`src/rtl/sd_arb_pkg.sv`:
```
// Shared types and constants for the SD sector-read arbiter.
package sd_arb_pkg;

    typedef enum logic [1:0] {
        S_IDLE,
        S_CHECK,
        S_START,
        S_BUSY
    } arb_state_t;

    localparam int CLIENT_FDC_A = 0;
    localparam int CLIENT_FDC_B = 1;
    localparam int CLIENT_ACSI  = 2;

    localparam int TMO_W = 24;

    function automatic logic [1:0] slot_onehot(input logic drive);
        return drive ? 2'b10 : 2'b01;
    endfunction

endpackage

```
`src/rtl/sd_sector_arbiter_if.sv`:
```
// Sector-read port of the SD card wrapper as seen by the arbiter.
interface sd_sector_arbiter_if;
    import sd_arb_pkg::*;

    logic [1:0]  image_mounted;
    logic [1:0]  rstart;
    logic [31:0] rsector;
    logic        rbusy;
    logic        rdone;
    logic        outen;
    logic [8:0]  outaddr;
    logic [7:0]  outbyte;

    modport master (
        output rstart, rsector,
        input  image_mounted, rbusy, rdone,
        input  outen, outaddr, outbyte
    );

    modport slave (
        input  rstart, rsector,
        output image_mounted, rbusy, rdone,
        output outen, outaddr, outbyte
    );

endinterface

```
`src/rtl/sd_sector_arbiter_rr_pick.sv`:
```
// Round-robin first-set finder: first pending client at or after rr_ptr.
module rr_pick #(
    parameter int N  = 3,
    parameter int IW = 2
) (
    input  logic [N-1:0]  pending,
    input  logic [IW-1:0] rr_ptr,
    output logic          valid,
    output logic [IW-1:0] grant
);

    int j;

    // Walk from farthest to nearest so the nearest hit is written last.
    always_comb begin
        valid = 1'b0;
        grant = '0;
        j     = 0;
        for (int k = N - 1; k >= 0; k--) begin
            j = int'(rr_ptr) + k;
            if (j >= N) j = j - N;
            if (pending[j]) begin
                valid = 1'b1;
                grant = IW'(j);
            end
        end
    end

endmodule

```
`src/rtl/sd_sector_arbiter.sv`:
```
// Shares the SD wrapper sector-read port among several requesters.
module sd_sector_arbiter
    import sd_arb_pkg::*;
#(
    parameter int               NUM_CLIENTS = 3,
    parameter logic [TMO_W-1:0] TIMEOUT     = 24'd8000000
) (
    input  logic                       clk,
    input  logic                       reset,
    input  logic [NUM_CLIENTS-1:0]     cl_req,
    input  logic [NUM_CLIENTS-1:0]     cl_drive,
    input  logic [32*NUM_CLIENTS-1:0]  cl_sector,
    output logic [NUM_CLIENTS-1:0]     cl_busy,
    output logic [NUM_CLIENTS-1:0]     cl_done,
    output logic [NUM_CLIENTS-1:0]     cl_err,
    output logic [NUM_CLIENTS-1:0]     cl_outen,
    output logic [8:0]                 out_addr,
    output logic [7:0]                 out_byte,
    sd_sector_arbiter_if.master        sd
);

    localparam int IW = $clog2(NUM_CLIENTS);

    arb_state_t             state;
    logic [NUM_CLIENTS-1:0] pending;
    logic [NUM_CLIENTS-1:0] drive_q;
    logic [31:0]            sector_q [NUM_CLIENTS];
    logic [IW-1:0]          rr_ptr;
    logic [IW-1:0]          grant;
    logic [TMO_W-1:0]       timer;
    logic [1:0]             rstart_q;
    logic [31:0]            rsector_q;
    logic [NUM_CLIENTS-1:0] done_q;
    logic [NUM_CLIENTS-1:0] err_q;

    logic                   pick_vld;
    logic [IW-1:0]          pick_idx;
    logic [NUM_CLIENTS-1:0] grant_oh;
    logic [NUM_CLIENTS-1:0] accept;
    logic [NUM_CLIENTS-1:0] clr;
    logic                   g_drive;

    rr_pick #(
        .N  (NUM_CLIENTS),
        .IW (IW)
    ) u_pick (
        .pending (pending),
        .rr_ptr  (rr_ptr),
        .valid   (pick_vld),
        .grant   (pick_idx)
    );

    assign grant_oh = NUM_CLIENTS'(1) << grant;
    assign g_drive  = drive_q[grant];
    assign cl_busy  = pending | ((state != S_IDLE) ? grant_oh : '0);
    // A re-request from a client already queued or in service is dropped.
    assign accept   = cl_req & ~cl_busy;
    assign clr      = (state == S_IDLE && pick_vld)
                    ? NUM_CLIENTS'(1) << pick_idx : '0;

    assign cl_outen   = (state == S_BUSY && sd.outen) ? grant_oh : '0;
    assign cl_done    = done_q;
    assign cl_err     = err_q;
    assign out_addr   = sd.outaddr;
    assign out_byte   = sd.outbyte;
    assign sd.rstart  = rstart_q;
    assign sd.rsector = rsector_q;

    always_ff @(posedge clk) begin
        if (reset) begin
            state     <= S_IDLE;
            pending   <= '0;
            drive_q   <= '0;
            rr_ptr    <= '0;
            grant     <= '0;
            timer     <= '0;
            rstart_q  <= '0;
            rsector_q <= '0;
            done_q    <= '0;
            err_q     <= '0;
            for (int i = 0; i < NUM_CLIENTS; i++) sector_q[i] <= '0;
        end else begin
            done_q  <= '0;
            err_q   <= '0;
            pending <= (pending & ~clr) | accept;
            for (int i = 0; i < NUM_CLIENTS; i++) begin
                if (accept[i]) begin
                    drive_q[i]  <= cl_drive[i];
                    sector_q[i] <= cl_sector[32*i +: 32];
                end
            end
            unique case (state)
                S_IDLE: begin
                    if (pick_vld) begin
                        grant  <= pick_idx;
                        rr_ptr <= (pick_idx == IW'(NUM_CLIENTS - 1))
                                ? '0 : pick_idx + IW'(1);
                        state  <= S_CHECK;
                    end
                end
                S_CHECK: begin
                    if (!sd.image_mounted[g_drive]) begin
                        done_q <= grant_oh;
                        err_q  <= grant_oh;
                        state  <= S_IDLE;
                    end else begin
                        rsector_q <= sector_q[grant];
                        rstart_q  <= slot_onehot(g_drive);
                        timer     <= '0;
                        state     <= S_START;
                    end
                end
                S_START: begin
                    timer <= timer + TMO_W'(1);
                    // A fast rdone beats rbusy and the timeout.
                    if (sd.rdone) begin
                        rstart_q <= '0;
                        done_q   <= grant_oh;
                        state    <= S_IDLE;
                    end else if (sd.rbusy) begin
                        rstart_q <= '0;
                        state    <= S_BUSY;
                    end else if (timer == TIMEOUT - TMO_W'(1)) begin
                        rstart_q <= '0;
                        done_q   <= grant_oh;
                        err_q    <= grant_oh;
                        state    <= S_IDLE;
                    end
                end
                S_BUSY: begin
                    if (sd.rdone) begin
                        done_q <= grant_oh;
                        state  <= S_IDLE;
                    end
                end
            endcase
        end
    end

endmodule

```
`src/flat_wrapper.sv`:
```
// flat-port wrapper written by rule: the top's interface ports become plain ports
module sd_sector_arbiter_flat import sd_arb_pkg::*;
#(
    parameter int               NUM_CLIENTS = 3,
    parameter logic [TMO_W-1:0] TIMEOUT     = 24'd8000000
)
  (clk, reset, cl_req, cl_drive, cl_sector, cl_busy, cl_done, cl_err, cl_outen, out_addr, out_byte, sd_rstart, sd_rsector, sd_image_mounted, sd_rbusy, sd_rdone, sd_outen, sd_outaddr, sd_outbyte);
  sd_sector_arbiter_if sd_i ();
  input  logic clk;
  input  logic reset;
  input  logic [NUM_CLIENTS-1:0] cl_req;
  input  logic [NUM_CLIENTS-1:0] cl_drive;
  input  logic [32*NUM_CLIENTS-1:0] cl_sector;
  output logic [NUM_CLIENTS-1:0] cl_busy;
  output logic [NUM_CLIENTS-1:0] cl_done;
  output logic [NUM_CLIENTS-1:0] cl_err;
  output logic [NUM_CLIENTS-1:0] cl_outen;
  output logic [8:0] out_addr;
  output logic [7:0] out_byte;
  output wire logic [$bits(sd_i.rstart)-1:0] sd_rstart;
  output wire logic [$bits(sd_i.rsector)-1:0] sd_rsector;
  input wire logic [$bits(sd_i.image_mounted)-1:0] sd_image_mounted;
  input wire logic [$bits(sd_i.rbusy)-1:0] sd_rbusy;
  input wire logic [$bits(sd_i.rdone)-1:0] sd_rdone;
  input wire logic [$bits(sd_i.outen)-1:0] sd_outen;
  input wire logic [$bits(sd_i.outaddr)-1:0] sd_outaddr;
  input wire logic [$bits(sd_i.outbyte)-1:0] sd_outbyte;
  assign sd_rstart = sd_i.rstart;
  assign sd_rsector = sd_i.rsector;
  assign sd_i.image_mounted = sd_image_mounted;
  assign sd_i.rbusy = sd_rbusy;
  assign sd_i.rdone = sd_rdone;
  assign sd_i.outen = sd_outen;
  assign sd_i.outaddr = sd_outaddr;
  assign sd_i.outbyte = sd_outbyte;
  sd_sector_arbiter #(.NUM_CLIENTS(NUM_CLIENTS), .TIMEOUT(TIMEOUT)) u_core (.clk(clk), .reset(reset), .cl_req(cl_req), .cl_drive(cl_drive), .cl_sector(cl_sector), .cl_busy(cl_busy), .cl_done(cl_done), .cl_err(cl_err), .cl_outen(cl_outen), .out_addr(out_addr), .out_byte(out_byte), .sd(sd_i));
endmodule
```
`config.mk`:
```
export PLATFORM = sky130hd
export DESIGN_NAME = sd_sector_arbiter_flat
export DESIGN_NICKNAME = d
export VERILOG_FILES = /design/src/rtl/sd_arb_pkg.sv /design/src/rtl/sd_sector_arbiter_if.sv /design/src/rtl/sd_sector_arbiter_rr_pick.sv /design/src/rtl/sd_sector_arbiter.sv /design/src/flat_wrapper.sv
export SDC_FILE = /design/constraint.sdc
export NUM_CORES = 1
export LEC_CHECK = 0
export ABC_CLOCK_PERIOD_IN_PS = 2800
export CORE_MARGIN = 3
export CORE_UTILIZATION = 50
export DETAILED_ROUTE_END_ITERATION = 6
export PLACE_DENSITY = 0.83
export REMOVE_ABC_BUFFERS = 1
export SETUP_SLACK_MARGIN = 0.2
export SYNTH_ARGS = -nofsm -noshare
export SYNTH_HDL_FRONTEND = slang
export SYNTH_SLANG_ARGS = --single-unit
```
`constraint.sdc`:
```
create_clock -name clk -period 2.8 [get_ports clk]
set_input_delay 0.56 -clock clk [delete_from_list [all_inputs] [get_ports clk]]
set_output_delay 0.56 -clock clk [all_outputs]
set_load 0.02 [all_outputs]
```
==> reports/results.tsv, run 1 <==
metric	value	unit
initial antenna violation count	0	
Total GRT Usage	0.2158	
Post-Route WL	18690	um
Final ANT Viol Nets	0	
Clock transition at path regs	0.07	ns
adder-cell share of the synthesized area	0.01420	
Final Hold Fails	0	
P_int	5432	uW
Fillers	1160	
post-synth top area share	0.3636	
worst-path fanout max	4	
period utilization	0.8906	
PostCTS Resize Cnt	3	
Final Critical Period	2.494	ns
worst hold start	u_core.drive_q[0]	
post-layout util	0.6641	
Switch Pwr	2449	uW
via count	5862	
Worst setup SP type	register	
main flop type after synthesis	edfxtp_1	
Post-Place Cells	1060	
pre-CTS WS	0.3083	ns
DR iter-0 viols	375	
top cells by area, synth	edfxtp_1, dfxtp_1, mux2i_1, and2_1, o21ai_0	
row cnt	45	
CTS buffer count	17	
clk sinks	172	
Static Leak	0.003826	uW
Slew Limit Headroom	0.5833	
largest net degree at the start of global routing	97	
Die W	131.9	um
status	completed	
syn_area_per_cell	10.80	sq um
Max Cap Violations	0	
area share of and/or/nand/nor cells after synthesis	0.2015	
Clock Skew	0.006785	ns
RSZ-0062 raised after global routing	no	
combinational power share	0.278	
die area	17400	sq um
first-pass GRT wire length	29990	um
number of diodes	0	
crit path from	u_core.state[0]	
Synth Instances	734	
Post-synth EDFFs	96	
Switching Share	0.3107	
maximum clock path buffer count	2	
CTS tree	yes	
Worst setup EP type	output port	
post-synthesis async set-or-reset flop share	0	
sequential fraction of the synthesis area	0.5556	
most frequent cell after synthesis	and2_1	
final RePlAce weighted congestion	0.9558	
number of hold buffers added after CTS	0	
Non-Filler Instances	1092	
Detailed Place HPWL	12710	um
Clk network pwr share	0.297	
Worst EP arrival	1.93	ns
Vias/cell	5.368	
nets	1003	
final setup fails	0	
Pwr Density	771.9	nW/um^2
fraction of layout instances using a drive strength above 1	0.07491	
Ys Warns	0	
mux cell area share after synthesis	0.09691	
Yosys reg bits	172	
largest area contributor in the netlist	edfxtp_1	
synthesized cell area	7928	sq um
die extent in y	131.9	um
H-tree depth	4	
postcts setup bufs	0	
Skew-Pair Late Insertion Delay	0.43	ns
P&R area growth vs syn	28.77	%
sequential power share	0.425	
Compound-Gate Fraction of Synth Area	0.08191	
largest family of logic cells by synthesized area	simple AND/OR/NAND/NOR gates	
Fmax achieved	401.0	MHz
GRT overflow	0	
Synth Area in XOR/XNOR	0.007734	
max-slew violations	0	
final setup slack of the worst path	0.3064	ns
drt first pass iters	5	
DR WL/cell	17.12	um
number of global-route vias before repair	5952	
worst vdd ir	499.5	uV
crit path kind	register to output port	
# DRC	0	
Initial Util	0.5158	
worst endpoint required time	2.24	ns
Hold Path Class	register to register	
Placeable Area	15370	sq um
most frequent cells after synthesis	and2_1, edfxtp_1, dfxtp_1	
post-synth cell types	56	
reg2reg start	u_core.rr_ptr[0]	
IO Port Bufs	154	
CTS root buffer	clkbuf_16	
Least-Margin Pin Slew	0.6250	ns
I/O pins	189	
kinds of logic after synthesis:
| family | after synthesis |
|---|---|
| multiplexers | 76 |
| flip-flops | 172 |
| AND/OR/NAND/NOR | 297 |
| buffers and inverters | 69 |
| AO/OA/AOI/OAI | 104 |
| adder cells (fa/ha/maj) | 9 |
| XOR/XNOR | 7 |
stage by stage:
| stage | setup TNS [ns] | area, sq um | power (uW) | hold slack [ns] |
|---|---|---|---|---|
| floorplan | -197.13 | 7646 | 4758 | 0.4296 |
| global placement | 0 | 9628 | 5543 | 0.4472 |
| detailed placement | 0 | 9628 | 5611 | 0.4656 |
| CTS | 0 | 10210 | 7930 | 0.4751 |
| global route | 0 | 10210 | 8275 | 0.5052 |
| finish | 0 | 10210 | 7880 | 0.4685 |
worst paths after layout:
| check | endpoint | slack [ns] | cells after the start |
|---|---|---|---|
| setup / recovery | cl_outen[0] | 0.31 | 4 |
| hold / removal | u_core.drive_q[0] | 0.47 | 2 |
| hold reg to reg | u_core.drive_q[0] | 0.47 | 2 |
| setup reg to reg | u_core.pending[0] | 0.43 | 7 |
power groups by stage:
| stage | Sequential [uW] | Clock, uW | Combinational [uW] |
|---|---|---|---|
| floorplan | 3510 | 0 | 1240 |
| global placement | 3380 | 0 | 2160 |
| detailed placement | 3400 | 0 | 2210 |
| CTS | 3350 | 2370 | 2210 |
| global route | 3400 | 2470 | 2410 |
| finish | 3350 | 2340 | 2190 |
sequential cells by signal, summed over array words and instances, names as in the netlist:
register / cells
u_core.sector_q: 96
u_core.sd.rsector: 32
u_core.timer: 24
u_core.cl_done: 3
u_core.cl_err: 3
u_core.drive_q: 3
u_core.pending: 3
u_core.grant: 2
u_core.rr_ptr: 2
u_core.sd.rstart: 2
u_core.state: 2
placed cells by master, fill, tap and decap left out, types with 3 or more instances in the layout:
| master | synthesis | final |
|---|---|---|
| dlygate4sd2_1 | 0 | 3 |
| or4_1 | 8 | 8 |
| nor3_1 | 8 | 8 |
| o21ai_0 | 46 | 45 |
| nand2_1 | 57 | 57 |
| nor3b_1 | 3 | 3 |
| ha_1 | 9 | 9 |
| inv_6 | 0 | 7 |
| dfxtp_1 | 76 | 74 |
| mux2_2 | 3 | 3 |
| buf_4 | 18 | 12 |
| inv_1 | 14 | 14 |
| inv_8 | 0 | 3 |
| and2_1 | 98 | 98 |
| xnor2_1 | 5 | 5 |
| buf_12 | 0 | 4 |
| nand3b_1 | 4 | 4 |
| edfxtp_1 | 96 | 96 |
| a21oi_1 | 23 | 23 |
| o31ai_1 | 7 | 7 |
| nand3_1 | 13 | 13 |
| nor2b_1 | 3 | 3 |
| o21a_1 | 3 | 3 |
| o211ai_1 | 3 | 3 |
| nand4_1 | 11 | 11 |
| clkdlybuf4s50_1 | 0 | 150 |
| mux2i_1 | 72 | 72 |
| clkbuf_16 | 0 | 17 |
| nor4_1 | 5 | 5 |
| nand2b_1 | 7 | 7 |
| or2_2 | 5 | 5 |
| nor2_1 | 54 | 54 |
| and3_1 | 4 | 4 |
| or3_1 | 9 | 9 |
area by class of cell:
cell class                      count  area, sq um  area share
Clock buffer                       18        439.2     0.04302
Clock inverter                     14        145.1     0.01422
Inverter                           14        52.55    0.005148
Multi-Input combinational cell    493         3198      0.3133
Sequential cell                   172         4407      0.4317
Tap cell                          211        264.0     0.02586
Timing Repair Buffer              170         1703      0.1668
layer usage:
layer,GRT usage,vias up,share of wire
li1,-,2857,-
met1,0.2673,2751,0.43
met2,0.3552,230,0.48
met3,0.07977,24,0.080
met4,0.06301,0,0.017
met5,0,-,0
worst max-delay path, stage by stage (launching register included):
cell             delay (ns)
dfxtp_1                0.39
ha_1                   0.25
nand2_1                0.11
nor3_1                 0.14
clkdlybuf4s50_1        0.62
No activity file was read; power rests on OpenSTA's default activity.
==> run 2, diff against run 1 <==
--- a/config.mk
+++ b/config.mk
@@ -10,6 +10,7 @@
 export CORE_UTILIZATION = 50
 export DETAILED_ROUTE_END_ITERATION = 6
 export PLACE_DENSITY = 0.83
+export RECOVER_POWER = 25
 export REMOVE_ABC_BUFFERS = 1
 export SETUP_SLACK_MARGIN = 0.2
 export SYNTH_ARGS = -nofsm -noshare
==> constraint.sdc (replaced) <==
create_clock -name clk -period 2.8 [get_ports clk]
set_input_delay 0.56 -clock clk [delete_from_list [all_inputs] [get_ports clk]]
set_output_delay 0.56 -clock clk [all_outputs]
set_load 0.01 [all_outputs]
==> run 2 against run 1 <==
Critical path depth rose by 2. Sequential power hardly changed. Clock-buffer cell count unchanged. Cell count is essentially flat. Highest routed layer is now met5. Critical path type unchanged. Flip-flop and latch count unchanged. Utilization is 0.11 points lower. Power fell by 2.8%. Register-to-register slack worse by 0.11 ns. Worst setup slack worse by 0.0026 ns. Non-clock buffer count up 1. Combinational power shrank 2%.
==> reports/results.tsv, run 2 (synthesized netlist as in run 1, its figures left out) <==
metric	value	unit	change
status	completed		unchanged
first-pass GRT wire length	30290	um	was 29990 um
Worst setup EP type	output port		unchanged
row cnt	45		unchanged
I/O pins	189		unchanged
commonest non-fill, non-tap cells in the layout	clkdlybuf4s50_1, and2_1, edfxtp_1		unchanged
Least-Margin Pin Slew	1.017	ns	was 0.6250 ns
commonest non-fill, non-tap cell in the layout	clkdlybuf4s50_1		unchanged
Final Critical Period	2.496	ns	was 2.494 ns
final setup fails	0		unchanged
number of global-route vias before repair	5989		was 5952
Final Hold Fails	0		unchanged
Slew Limit Headroom	0.3220		was 0.5833
Pwr Density	752.0	nW/um^2	was 771.9 nW/um^2
number of hold buffers added after CTS	0		unchanged
Biggest register	u_core.sector_q		unchanged
CTS tree	yes		unchanged
Clock Skew	0.009060	ns	was 0.006785 ns
Fillers	1174		was 1160
P&R area growth vs syn	28.55	%	was 28.77%
number of diodes	0		unchanged
IO Port Bufs	154		unchanged
period utilization	0.8915		was 0.8906
TNS Setup	0	ns	unchanged
# DRC	0		unchanged
Fmax achieved	400.6	MHz	was 401.0 MHz
DR iter-0 viols	562		was 375
Most common cell on crit path	inv_1		
RSZ-0062 raised after global routing	no		unchanged
Hold Path Class	register to register		unchanged
CTS buffer count	17		unchanged
Max Cap Violations	0		unchanged
fraction of layout instances using a drive strength above 1	0.07596		was 0.07491
worst vdd ir	488.2	uV	was 499.5 uV
Die W	131.9	um	unchanged
Slowest Stage Delay on Critical Path	0.52	ns	was 0.62 ns
register area	4408	sq um	was 4407 sq um
multi-input logic area	3211	sq um	was 3198 sq um
worst-path fanout max	8		was 4
maximum clock path buffer count	2		unchanged
Worst EP arrival	1.94	ns	was 1.93 ns
pre-CTS WS	0.2799	ns	was 0.3083 ns
initial antenna violation count	1		was 0
die area	17400	sq um	unchanged
Vias/cell	5.408		was 5.368
DR WL/cell	17.14	um	was 17.12 um
crit path kind	register to output port		unchanged
Detailed Place HPWL	12410	um	was 12710 um
max reg flops	96		unchanged
CTS root buffer	clkbuf_16		unchanged
design area	10190	sq um	was 10210 sq um
largest net degree at the start of global routing	97		unchanged
GRT overflow	0		unchanged
drt first pass iters	6		was 5
Skew-Pair Late Insertion Delay	0.43	ns	about the same
via count	5911		was 5862
Total GRT Usage	0.2188		was 0.2158
clk sinks	172		unchanged
final RePlAce weighted congestion	0.9773		was 0.9558
nets	1004		was 1003
Post-Route WL	18730	um	was 18690 um
die extent in y	131.9	um	unchanged
Clock transition at path regs	0.06	ns	was 0.07 ns
slowest library cell on the worst path	clkdlybuf4s50_1		unchanged
H-tree depth	4		unchanged
worst endpoint required time	2.24	ns	about the same
final setup slack of the worst path	0.3038	ns	was 0.3064 ns
max-slew violations	0		unchanged
Static Leak	0.003911	uW	was 0.003826 uW
Final ANT Viol Nets	0		unchanged
Area after DPL	9648	sq um	was 9628 sq um
Placeable Area	15370	sq um	unchanged
Initial Util	0.5158		unchanged
Worst setup SP type	register		unchanged
critical-path cell list	inv_1 -> ha_4 -> nor3_1 -> nor2_1 -> inv_1 -> clkdlybuf4s50_1		was ha_1 -> nand2_1 -> nor3_1 -> clkdlybuf4s50_1
post-layout util	0.6630		was 0.6641
run 2: critical path: cells and delay by family, from the launching register on:
kind | cells | cell delay [ns]
buffers and inverters | 3 | 0.70
adder cells (fa/ha/maj) | 1 | 0.21
AND/OR/NAND/NOR | 2 | 0.24
flip-flops | 1 | 0.37
run 2: where the power goes:
| group | total [uW] | switching [uW] | internal, uW |
|---|---|---|---|
| logic | 2140 | 1140 | 997 |
| registers | 3350 | 197 | 3150 |
| clock network | 2180 | 1030 | 1150 |
| total | 7660 | 2360 | 5300 |
run 2: cell type report:
cell class,count,area share
multi-input cells,493,0.3150
flip-flops and latches,172,0.4325
inverters,14,0.005157
clock buffers,18,0.04211
repair buffers,171,0.1680
well taps,211,0.02591
clock inverters,14,0.01130
run 2: per-stage QoR:
step	power [uW]	hold slack, ns	std cells
3_3_place_gp	5481	0.4475	1061
5_1_grt	8044	0.5018	1093
3_5_place_dp	5537	0.4547	1061
4_1_cts	7723	0.4638	1093
6_report	7663	0.4607	1093
2_1_floorplan	4679	0.4296	679
run 2: final timing paths:
check                         start                    end  slack [ns]  cells past startpoint
setup / recovery    u_core.state[1]             cl_busy[0]        0.30                      6
setup reg to reg    u_core.grant[0]  u_core.sector_q[2][7]        0.32                      5
hold / removal    u_core.drive_q[0]      u_core.drive_q[0]        0.46                      2
hold reg to reg   u_core.drive_q[0]      u_core.drive_q[0]        0.46                      2
run 2: what timing repair did:
action                     CTS  global route
setup endpoints to repair    1             1
resized for setup            1             3
buffers inserted             0             0
pin swaps                    0             1
run 2: metal layers:
metal / vias up / part of all wire / GRT usage
li1: 2859 / - / -
met1: 2751 / 0.42 / 0.2698
met2: 256 / 0.47 / 0.3521
met3: 43 / 0.087 / 0.07481
met4: 2 / 0.024 / 0.09277
met5: - / 0.00069 / 0
